File: src/rtl/rv32i_pkg.sv
// Shared RV32I definitions: base opcodes, the canonical NOP and the instruction-format
// classification used by the encoder.
package rv32i_pkg;

  localparam logic [6:0] OPC_OP     = 7'b0110011;
  localparam logic [6:0] OPC_OP_IMM = 7'b0010011;
  localparam logic [6:0] OPC_LOAD   = 7'b0000011;
  localparam logic [6:0] OPC_STORE  = 7'b0100011;
  localparam logic [6:0] OPC_BRANCH = 7'b1100011;
  localparam logic [6:0] OPC_LUI    = 7'b0110111;
  localparam logic [6:0] OPC_AUIPC  = 7'b0010111;
  localparam logic [6:0] OPC_JAL    = 7'b1101111;
  localparam logic [6:0] OPC_JALR   = 7'b1100111;

  localparam logic [31:0] NOP = 32'h0000_0013;

  typedef enum logic [2:0] {
    FMT_R,
    FMT_I,
    FMT_S,
    FMT_B,
    FMT_U,
    FMT_J,
    FMT_ILLEGAL
  } fmt_e;

  function automatic fmt_e opc_format(input logic [6:0] opc);
    fmt_e f;
    case (opc)
      OPC_OP:                       f = FMT_R;
      OPC_OP_IMM, OPC_LOAD, OPC_JALR: f = FMT_I;
      OPC_STORE:                    f = FMT_S;
      OPC_BRANCH:                   f = FMT_B;
      OPC_LUI, OPC_AUIPC:           f = FMT_U;
      OPC_JAL:                      f = FMT_J;
      default:                      f = FMT_ILLEGAL;
    endcase
    return f;
  endfunction

endpackage

File: src/rtl/rv32i_instr_encoder_loader_if.sv
// Valid/ready stream of RV32I instruction fields from a host into the encoder.
interface rv32i_instr_encoder_loader_if;

  logic        in_valid;
  logic        in_ready;
  logic [6:0]  in_opcode;
  logic [4:0]  in_rd;
  logic [4:0]  in_rs1;
  logic [4:0]  in_rs2;
  logic [2:0]  in_funct3;
  logic [6:0]  in_funct7;
  logic [31:0] in_imm;

  modport master (
    output in_valid, in_opcode, in_rd, in_rs1, in_rs2, in_funct3, in_funct7, in_imm,
    input  in_ready
  );

  modport slave (
    input  in_valid, in_opcode, in_rd, in_rs1, in_rs2, in_funct3, in_funct7, in_imm,
    output in_ready
  );

endinterface

File: src/rtl/rv32i_instr_packer.sv
// Combinational RV32I field packer: builds the machine word from decoded fields and
// substitutes NOP when the opcode is unsupported or the immediate cannot be encoded.
module rv32i_instr_packer
  import rv32i_pkg::*;
(
  input  logic [6:0]  opcode_i,
  input  logic [4:0]  rd_i,
  input  logic [4:0]  rs1_i,
  input  logic [4:0]  rs2_i,
  input  logic [2:0]  funct3_i,
  input  logic [6:0]  funct7_i,
  input  logic [31:0] imm_i,
  output logic [31:0] word_o,
  output logic        illegal_o,
  output logic        range_err_o
);

  fmt_e        fmt;
  logic        is_shift;
  logic [2:0]  f3;
  logic        fits12;
  logic        fits13;
  logic        fits21;
  logic [31:0] raw;
  logic        ill;
  logic        rng;

  always_comb begin
    fmt      = opc_format(opcode_i);
    is_shift = (opcode_i == OPC_OP_IMM) && (funct3_i[1:0] == 2'b01);
    f3       = (opcode_i == OPC_JALR) ? 3'b000 : funct3_i;
    // Signed fit: every bit above the field's sign bit equals that sign bit.
    fits12   = (imm_i[31:11] == '0) || (imm_i[31:11] == '1);
    fits13   = (imm_i[31:12] == '0) || (imm_i[31:12] == '1);
    fits21   = (imm_i[31:20] == '0) || (imm_i[31:20] == '1);
    raw      = '0;
    rng      = 1'b0;
    ill      = 1'b0;
    case (fmt)
      FMT_R: raw = {funct7_i, rs2_i, rs1_i, f3, rd_i, opcode_i};
      FMT_I: begin
        if (is_shift) begin
          raw = {funct7_i, imm_i[4:0], rs1_i, f3, rd_i, opcode_i};
          rng = (imm_i[31:5] != '0);
        end else begin
          raw = {imm_i[11:0], rs1_i, f3, rd_i, opcode_i};
          rng = !fits12;
        end
      end
      FMT_S: begin
        raw = {imm_i[11:5], rs2_i, rs1_i, f3, imm_i[4:0], opcode_i};
        rng = !fits12;
      end
      FMT_B: begin
        raw = {imm_i[12], imm_i[10:5], rs2_i, rs1_i, f3, imm_i[4:1], imm_i[11], opcode_i};
        rng = !fits13 || imm_i[0];
      end
      FMT_U: begin
        raw = {imm_i[31:12], rd_i, opcode_i};
        rng = (imm_i[11:0] != '0);
      end
      FMT_J: begin
        raw = {imm_i[20], imm_i[10:1], imm_i[11], imm_i[19:12], rd_i, opcode_i};
        rng = !fits21 || imm_i[0];
      end
      default: ill = 1'b1;
    endcase
    illegal_o   = ill;
    range_err_o = rng;
    word_o      = (ill || rng) ? NOP : raw;
  end

endmodule

File: src/rtl/rv32i_instr_encoder_loader.sv
// Boot/test loader: accepts RV32I instruction fields, encodes them and writes a counted
// block of words into instruction memory from a base address, then pulses done.
module rv32i_instr_encoder_loader
  import rv32i_pkg::*;
#(
  parameter int unsigned ADDR_W = 10,
  parameter int unsigned CNT_W  = 16
) (
  input  logic                 clk,
  input  logic                 rst,
  input  logic                 start,
  input  logic [ADDR_W-1:0]    base_addr,
  input  logic [CNT_W-1:0]     count,
  rv32i_instr_encoder_loader_if.slave fld,
  output logic                 imem_we,
  output logic [ADDR_W-1:0]    imem_addr,
  output logic [31:0]          imem_wdata,
  output logic                 busy,
  output logic                 done,
  output logic                 err_illegal,
  output logic                 err_range
);

  typedef enum logic [1:0] {
    IDLE,
    LOAD,
    FINISH
  } state_e;

  state_e              state_q, state_d;
  logic [CNT_W-1:0]    rem_q;
  logic [ADDR_W-1:0]   addr_q;
  logic                we_q;
  logic [ADDR_W-1:0]   waddr_q;
  logic [31:0]         wdata_q;
  logic                ill_q;
  logic                rng_q;

  logic                ready;
  logic                xfer;
  logic                launch;
  logic [31:0]         word;
  logic                word_ill;
  logic                word_rng;

  rv32i_instr_packer u_packer (
    .opcode_i    (fld.in_opcode),
    .rd_i        (fld.in_rd),
    .rs1_i       (fld.in_rs1),
    .rs2_i       (fld.in_rs2),
    .funct3_i    (fld.in_funct3),
    .funct7_i    (fld.in_funct7),
    .imm_i       (fld.in_imm),
    .word_o      (word),
    .illegal_o   (word_ill),
    .range_err_o (word_rng)
  );

  always_ff @(posedge clk) begin
    if (rst) state_q <= IDLE;
    else     state_q <= state_d;
  end

  always_comb begin
    state_d = state_q;
    ready   = 1'b0;
    busy    = 1'b0;
    done    = 1'b0;
    xfer    = 1'b0;
    launch  = 1'b0;
    case (state_q)
      IDLE: begin
        if (start) begin
          launch  = (count != '0);
          state_d = (count == '0) ? FINISH : LOAD;
        end
      end
      LOAD: begin
        ready = 1'b1;
        busy  = 1'b1;
        xfer  = fld.in_valid;
        if (xfer && rem_q == CNT_W'(1)) state_d = FINISH;
      end
      FINISH: begin
        done    = 1'b1;
        state_d = IDLE;
      end
      default: state_d = IDLE;
    endcase
  end

  always_ff @(posedge clk) begin
    if (rst) begin
      rem_q   <= '0;
      addr_q  <= '0;
      we_q    <= 1'b0;
      waddr_q <= '0;
      wdata_q <= '0;
      ill_q   <= 1'b0;
      rng_q   <= 1'b0;
    end else begin
      we_q <= xfer;
      if (launch) begin
        rem_q  <= count;
        addr_q <= base_addr;
        ill_q  <= 1'b0;
        rng_q  <= 1'b0;
      end
      if (xfer) begin
        rem_q   <= rem_q - CNT_W'(1);
        addr_q  <= addr_q + ADDR_W'(1);
        waddr_q <= addr_q;
        wdata_q <= word;
        ill_q   <= ill_q | word_ill;
        rng_q   <= rng_q | word_rng;
      end
    end
  end

  assign fld.in_ready = ready;
  assign imem_we      = we_q;
  assign imem_addr    = waddr_q;
  assign imem_wdata   = wdata_q;
  assign err_illegal  = ill_q;
  assign err_range    = rng_q;

endmodule

File: src/flat_wrapper.sv
// flat-port wrapper written by rule: the top's interface ports become plain ports
module rv32i_instr_encoder_loader_flat import rv32i_pkg::*;
#(
  parameter int unsigned ADDR_W = 10,
  parameter int unsigned CNT_W  = 16
)
  (clk, rst, start, base_addr, count, imem_we, imem_addr, imem_wdata, busy, done, err_illegal, err_range, fld_in_valid, fld_in_opcode, fld_in_rd, fld_in_rs1, fld_in_rs2, fld_in_funct3, fld_in_funct7, fld_in_imm, fld_in_ready);
  rv32i_instr_encoder_loader_if fld_i ();
  input  logic clk;
  input  logic rst;
  input  logic start;
  input  logic [ADDR_W-1:0] base_addr;
  input  logic [CNT_W-1:0] count;
  output logic imem_we;
  output logic [ADDR_W-1:0] imem_addr;
  output logic [31:0] imem_wdata;
  output logic busy;
  output logic done;
  output logic err_illegal;
  output logic err_range;
  input wire logic [$bits(fld_i.in_valid)-1:0] fld_in_valid;
  input wire logic [$bits(fld_i.in_opcode)-1:0] fld_in_opcode;
  input wire logic [$bits(fld_i.in_rd)-1:0] fld_in_rd;
  input wire logic [$bits(fld_i.in_rs1)-1:0] fld_in_rs1;
  input wire logic [$bits(fld_i.in_rs2)-1:0] fld_in_rs2;
  input wire logic [$bits(fld_i.in_funct3)-1:0] fld_in_funct3;
  input wire logic [$bits(fld_i.in_funct7)-1:0] fld_in_funct7;
  input wire logic [$bits(fld_i.in_imm)-1:0] fld_in_imm;
  output wire logic [$bits(fld_i.in_ready)-1:0] fld_in_ready;
  assign fld_i.in_valid = fld_in_valid;
  assign fld_i.in_opcode = fld_in_opcode;
  assign fld_i.in_rd = fld_in_rd;
  assign fld_i.in_rs1 = fld_in_rs1;
  assign fld_i.in_rs2 = fld_in_rs2;
  assign fld_i.in_funct3 = fld_in_funct3;
  assign fld_i.in_funct7 = fld_in_funct7;
  assign fld_i.in_imm = fld_in_imm;
  assign fld_in_ready = fld_i.in_ready;
  rv32i_instr_encoder_loader #(.ADDR_W(ADDR_W), .CNT_W(CNT_W)) u_core (.clk(clk), .rst(rst), .start(start), .base_addr(base_addr), .count(count), .fld(fld_i), .imem_we(imem_we), .imem_addr(imem_addr), .imem_wdata(imem_wdata), .busy(busy), .done(done), .err_illegal(err_illegal), .err_range(err_range));
endmodule
File: config.mk
export PLATFORM = sky130hd
export DESIGN_NAME = rv32i_instr_encoder_loader_flat
export DESIGN_NICKNAME = d
export VERILOG_FILES = /design/src/rtl/rv32i_pkg.sv /design/src/rtl/rv32i_instr_encoder_loader_if.sv /design/src/rtl/rv32i_instr_packer.sv /design/src/rtl/rv32i_instr_encoder_loader.sv /design/src/flat_wrapper.sv
export SDC_FILE = /design/constraint.sdc
export NUM_CORES = 1
export LEC_CHECK = 0
export CAP_MARGIN = 10
export CORE_AREA = 2 2 125 78
export CTS_BUF_LIST = sky130_fd_sc_hd__clkbuf_8
export DETAILED_ROUTE_END_ITERATION = 7
export DIE_AREA = 0 0 127 80
export PLACE_DENSITY_LB_ADDON = 0.15
export SYNTH_ARGS = -nofsm -noshare
export SYNTH_HDL_FRONTEND = slang
export SYNTH_SLANG_ARGS = --single-unit
export TNS_END_PERCENT = 30
File: constraint.sdc
create_clock -name clk -period 3.65 [get_ports clk]
set_input_delay 0.73 -clock clk [delete_from_list [all_inputs] [get_ports clk]]
set_output_delay 0.73 -clock clk [all_outputs]
set_load 0.02 [all_outputs]
==> run_results.csv, run 1 <==
group,metric,value,unit
clocking,ctsHoldBuffers,0,
global_routing,grt_max_degree,38,
sta,rsz0062_at_grt,"false",
final_layout,design_area,5970,um2
routing,drt-total-wl,13.5,mm
routing,drc_errors,0,
sta,hold_ws,453,ps
critical_path,start_kind,"primary input",
global_routing,grtUsageMet1,0.403,
routing,dr.pass1.iters,6,
synthesis,yosys.area.top_type,"dfxtp_1",
power_and_ir_drop,power_density,324,nW/um2
synthesis,synth_top_area_frac,0.353,
clocking,cts_buffers,9,
global_routing,grt_busiest_layer,"met1",
routing,via_per_inst,6.03,
sta,setup_viol,0,
sta,fin_worst_skew,8.64,ps
die,die-area,10200,um2
global_routing,gr-total-overflow,0,
sta,tightest_slew,770,ps
synthesis,synth_edf_count,0,
run_status,status,"finished clean",
critical_path,cp-end-kind,"flip-flop",
synthesis,synth-async-reset-ratio,0,
critical_path,crit_chain,"clkdlybuf4s50_1 > and4b_1 > o211a_2 > inv_2 > ha_1 > nor4_4 > and3b_1 > o31ai_1 > o2111ai_4 > buf_4 > o41ai_2",
final_layout,final_nets,729,
sta,fin_crit,3290,ps
sta,relSlewSlack,0.487,
routing,wire_per_inst,17.9,um
critical_path,slowest_delay,510,ps
clocking,clkSinkCount,73,
die,ios,142,
placement,place.gp.congestion,1.02,
die,start_util,0.460,
synthesis,ys_types,74,
clocking,htreeDepth,3,
min_path,min_path_type,"reg -> reg",
clocking,cts.repair.resized,0,
synthesis,synth_top_flop_cell,"dfxtp_1",
synthesis,yosys-top-cells-count,"73 x dfxtp_1, 65 x nand2_1, 44 x a21oi_1, 35 x nor2_1, 20 x o31ai_2",
synthesis,yosysWarningCount,0,
job,drv_cap,0,
clocking,worstSkewPairLatency,350,ps
synthesis,syn_area,4140,um2
global_routing,met3_usage,0.0597,
sta,fin_crit_sh,0.901,
global_routing,grt_pass1_vias,3962,
critical_path,arrival,3540,ps
critical_path,setup.worst_path.class,"in -> reg",
clocking,cts_tree,"yes",
placement,numPortBuffers,141,
routing,ant_nets,0,
sta,hold_viol_final,0,
placement,place_hpwl,10.3,mm
power_and_ir_drop,irDropWorstVdd,0.232,mV
synthesis,syn_inst,483,
sta,fmax,304,MHz
synthesis,synth.most_common_cell,"dfxtp_1",
final_layout,drive_gt1_frac,0.150,
global_routing,use_met2,0.369,
die,fp.coreArea,8990,um2
synthesis,yosysSeqAreaShare,0.353,
clocking,cts_post_setup_buffers_inserted,0,
clocking,cts_root_buf,"clkbuf_8",
die,die_w,127,um
placement,placed_area,5780,um2
synthesis,avgSynthCellArea,8.57,um2
die,die_h,80,um
global_routing,grt_use_total,0.262,
power_and_ir_drop,cellLeakagePower,2.06,nW
global_routing,grt_pass1_wl,21.1,mm
final_layout,antennaDiodeCount,0,
critical_path,crit_slowest_cell,"clkdlybuf4s50_1",
sta,fin_tns_setup,0,ps
synthesis,synth_fp_nets,583,
critical_path,required,3900,ps
synthesis,ys_seq_elements,73,
sta,drv_slew,0,
die,std_cell_rows,27,
clocking,cts_buffer_depth,2,
final_layout,area_growth,44.2,%
synthesis,synth_area_leaders,"dfxtp_1 35%, o31ai_2 6.0%, nand2_1 5.9%, a21oi_1 5.3%, nor2_1 3.2%",
global_routing,antenna_found_initial,0,
power_and_ir_drop,p_total,1.93,mW
clocking,path_clk_slew,80,ps
routing,drt_iter0_markers,383,
routing,vias,4519,
critical_path,path_max_fanout,17,
==> stage by stage <==
stage          std cells   util  worst slack, ps
2_1_floorplan        483      -              514
3_3_place_gp         734  0.643              131
3_5_place_dp         734  0.643            -4.19
4_1_cts              750  0.664              395
5_1_grt              750  0.664              247
6_report             750  0.664              362
==> cells by family (layout without fill, tap and decap cells) <==
| logic type | Yosys count | count (layout) | share of synthesized area |
|---|---|---|---|
| compound gates | 168 | 168 | 0.322 |
| mux | 5 | 5 | 0.0133 |
| fa+ha+maj | 6 | 6 | 0.0181 |
| simple gates | 189 | 189 | 0.249 |
| buf+inv | 42 | 193 | 0.0438 |
| flops | 73 | 73 | 0.353 |
==> flip-flops by register name, summed over array words and instances, names as in the netlist <==
register and flops:
u_core.state_q 2, u_core.imem_addr 10, u_core.rem_q 16, u_core.imem_we 1, u_core.addr_q 10, u_core.err_range 1
u_core.imem_wdata 32, u_core.err_illegal 1
==> layout make-up <==
class,instances,area [um2]
clock inverter,5,38.8
clock buffer,11,151
multi-input combinational,368,2510
inverter,10,37.5
fill,780,3020
timing repair buffer,167,1620
tap,116,145
sequential,73,1460
==> power by group <==
group / internal [mW] / leakage, nW / switching (mW)
combinational: 0.213 / 1.37 / 0.229
clock: 0.287 / 0.0959 / 0.323
sequential: 0.837 / 0.594 / 0.0436
total: 1.34 / 2.06 / 0.595
==> worst paths after layout <==
path | start | end | slack [ps] | depth (start not counted)
max | fld_in_opcode[3] | u_core.imem_wdata[3] | 360 | 11
min | u_core.imem_wdata[6] | u_core.imem_wdata[6] | 450 | 2
max reg2reg | u_core.rem_q[5] | u_core.rem_q[14] | 1240 | 6
min reg2reg | u_core.imem_wdata[6] | u_core.imem_wdata[6] | 450 | 2
==> critical path: cells and delay by family <==
kind                     cells  cell delay (ps)
AO/OA/AOI/OAI                4             1130
adder cells (fa/ha/maj)      1              300
buffers and inverters        3              850
AND/OR/NAND/NOR              3              530
==> cells in the final DEF, fill, tap and decap left out, types with 3 or more instances in the layout <==
cell,count
a32oi_1,5
a222oi_1,11
a31oi_1,3
inv_1,9
o21ai_1,3
and3b_1,3
a2111oi_0,4
clkdlybuf4s50_1,141
dfxtp_1,73
and2_1,6
nand4_1,9
clkbuf_8,11
o21ai_0,14
o221a_2,4
o31ai_2,20
o21a_1,3
ha_1,6
nor3_1,15
nand2_1,65
buf_4,25
or4_1,3
mux2_2,4
a221oi_1,5
nand3_1,3
nand2b_1,4
a311oi_1,3
o31ai_1,5
a22oi_1,15
and3_1,8
nor4_1,15
nor2_1,34
a21oi_1,44
a21oi_2,3
nor4_2,4
==> layer usage <==
| metal | share of wire | vias to the layer above | wire, um |
|---|---|---|---|
| li1 | - | 2173 | - |
| met1 | 0.51 | 2164 | 6900 |
| met2 | 0.41 | 172 | 5460 |
| met3 | 0.075 | 10 | 1010 |
| met4 | 0.0065 | 0 | 87 |
| met5 | 0 | - | 0 |
No activity file was read; power rests on OpenSTA's default activity.
==> inputs of run 2 (changes only) <==
SKIP_LAST_GASP = 1   (was unset)
==> results of run 2 <==
No change in the layout: final DEF, timing and power equal those of run 1.
==> edit (flow settings as in run 2) <==
`CNT_W` is set to 16 in 2 places; all go to 20.
--- a/src/rtl/rv32i_instr_encoder_loader.sv
+++ b/src/rtl/rv32i_instr_encoder_loader.sv
@@ -5,5 +5,5 @@
 #(
   parameter int unsigned ADDR_W = 10,
-  parameter int unsigned CNT_W  = 16
+  parameter int unsigned CNT_W  = 20
 ) (
   input  logic                 clk,
--- a/src/flat_wrapper.sv
+++ b/src/flat_wrapper.sv
@@ -3,5 +3,5 @@
 #(
   parameter int unsigned ADDR_W = 10,
-  parameter int unsigned CNT_W  = 16
+  parameter int unsigned CNT_W  = 20
 )
   (clk, rst, start, base_addr, count, imem_we, imem_addr, imem_wdata, busy, done, err_illegal, err_range, fld_in_valid, fld_in_opcode, fld_in_rd, fld_in_rs1, fld_in_rs2, fld_in_funct3, fld_in_funct7, fld_in_imm, fld_in_ready);
Interface: changed (resized count); port bits go from 142 to 146. The function was not compared with the original's and may differ.
==> edit against run 2 <==
Register-to-register slack better by 0.16 ns. Cell area hardly changed. Clock power is 18% higher. Synthesized area is 0.64% lower. Sequential cell count is 4 higher. Total power is 7.9% higher. Routed wire length is 2.7% higher. First-iteration DRC count is 11% higher. Worst setup slack worse by 0.045 ns. Highest routed layer unchanged.
==> edit: results (changes against run 2) <==
Pwr
  – Seq. pwr: 0.926 mW (+5.2%)
  – Net Sw Frac: 29.2% (-1.6 points)
  – Clk. pwr: 0.719 mW (+18%)
  – VDD IR max: 189 uV (-18%)

Yosys
  – Post-Synth Adder-Cell Area: 1.83% (+0.012 points)
  – Synth area leaders: dfxtp_1 (37%), a22o_1 (9.2%), a21oi_1 (6.3%)
  – Synth Instances: 487 (+0.83%)
  – Mux share of post-synthesis cell area: 0.243% (-1.1 points)

Routing
  – Final wirelength: 13,800 um (+2.7%)
  – WL met3: 1300 um (+28%)
  – DR vias/cell: 6.05 (+0.47%)
  – DRT Pass-1 Iters: 7 (+1)
  – 1st-iter DRT viols: 424 (+11%)

STA
  – Final Cycle Share: 91.3% (+1.2 points)
  – Hold Slack: 0.462 ns (+0.00917 ns)
  – Worst Skew: 0.00932 ns (+0.000678 ns)

Placed design
  – IO buf count: 145 (+2.8%)
  – RePlAce Congestion: 0.970 (-4.7%)
  – DPL Wire Length: 10,500 um (+2.2%)

Critical path
  – Crit path largest cell delay: 0.49 ns (-0.02 ns)
  – Crit-path max FO: 7 (-10)
  – Crit path launch: fld_in_opcode[4]
  – R2r endpoint: u_core.rem_q[13]

Global route
  – Met3 usage: 8.04% (+2.1 points)
  – GRT Overall Usage: 27.1% (+0.84 points)
  – GR Util met2: 39.6% (+2.7 points)

Status
  – Status: completed

Layout
  – Final Instance Count excl. Fillers: 760 (+1.3%)
-- edit: changes by cell type in the layout (fill, tap and decap cells not counted), moves of 6 or more --
cell,change
a222oi_1,-11
a31oi_1,+6
a211oi_1,+7
a22oi_1,-11
a22o_1,+43
o31ai_2,-20
nand3_1,+15
nand2_1,-18
a21oi_1,+8
a221o_1,+9
-- edit: how the worst min path moves through the flow --
stage / startpoint / to
2_1_floorplan: u_core.rem_q[7] / u_core.rem_q[7]
3_3_place_gp: u_core.imem_addr[9] / u_core.imem_addr[9]
3_5_place_dp: u_core.imem_addr[3] / u_core.imem_addr[3]
4_1_cts: u_core.imem_addr[8] / u_core.imem_addr[8]
5_1_grt: u_core.imem_addr[4] / u_core.imem_addr[4]
6_report: u_core.imem_addr[8] / u_core.imem_addr[8]
-- edit: final cells by class --
class / instances / area (um^2)
sequential: 77 / 1540
timing repair buffer: 168 / 1630
multi-input combinational: 376 / 2410
clock buffer: 9 / 124
clock inverter: 7 / 90.1
inverter: 7 / 28.8
tap: 116 / 145
fill: 753 / 3020
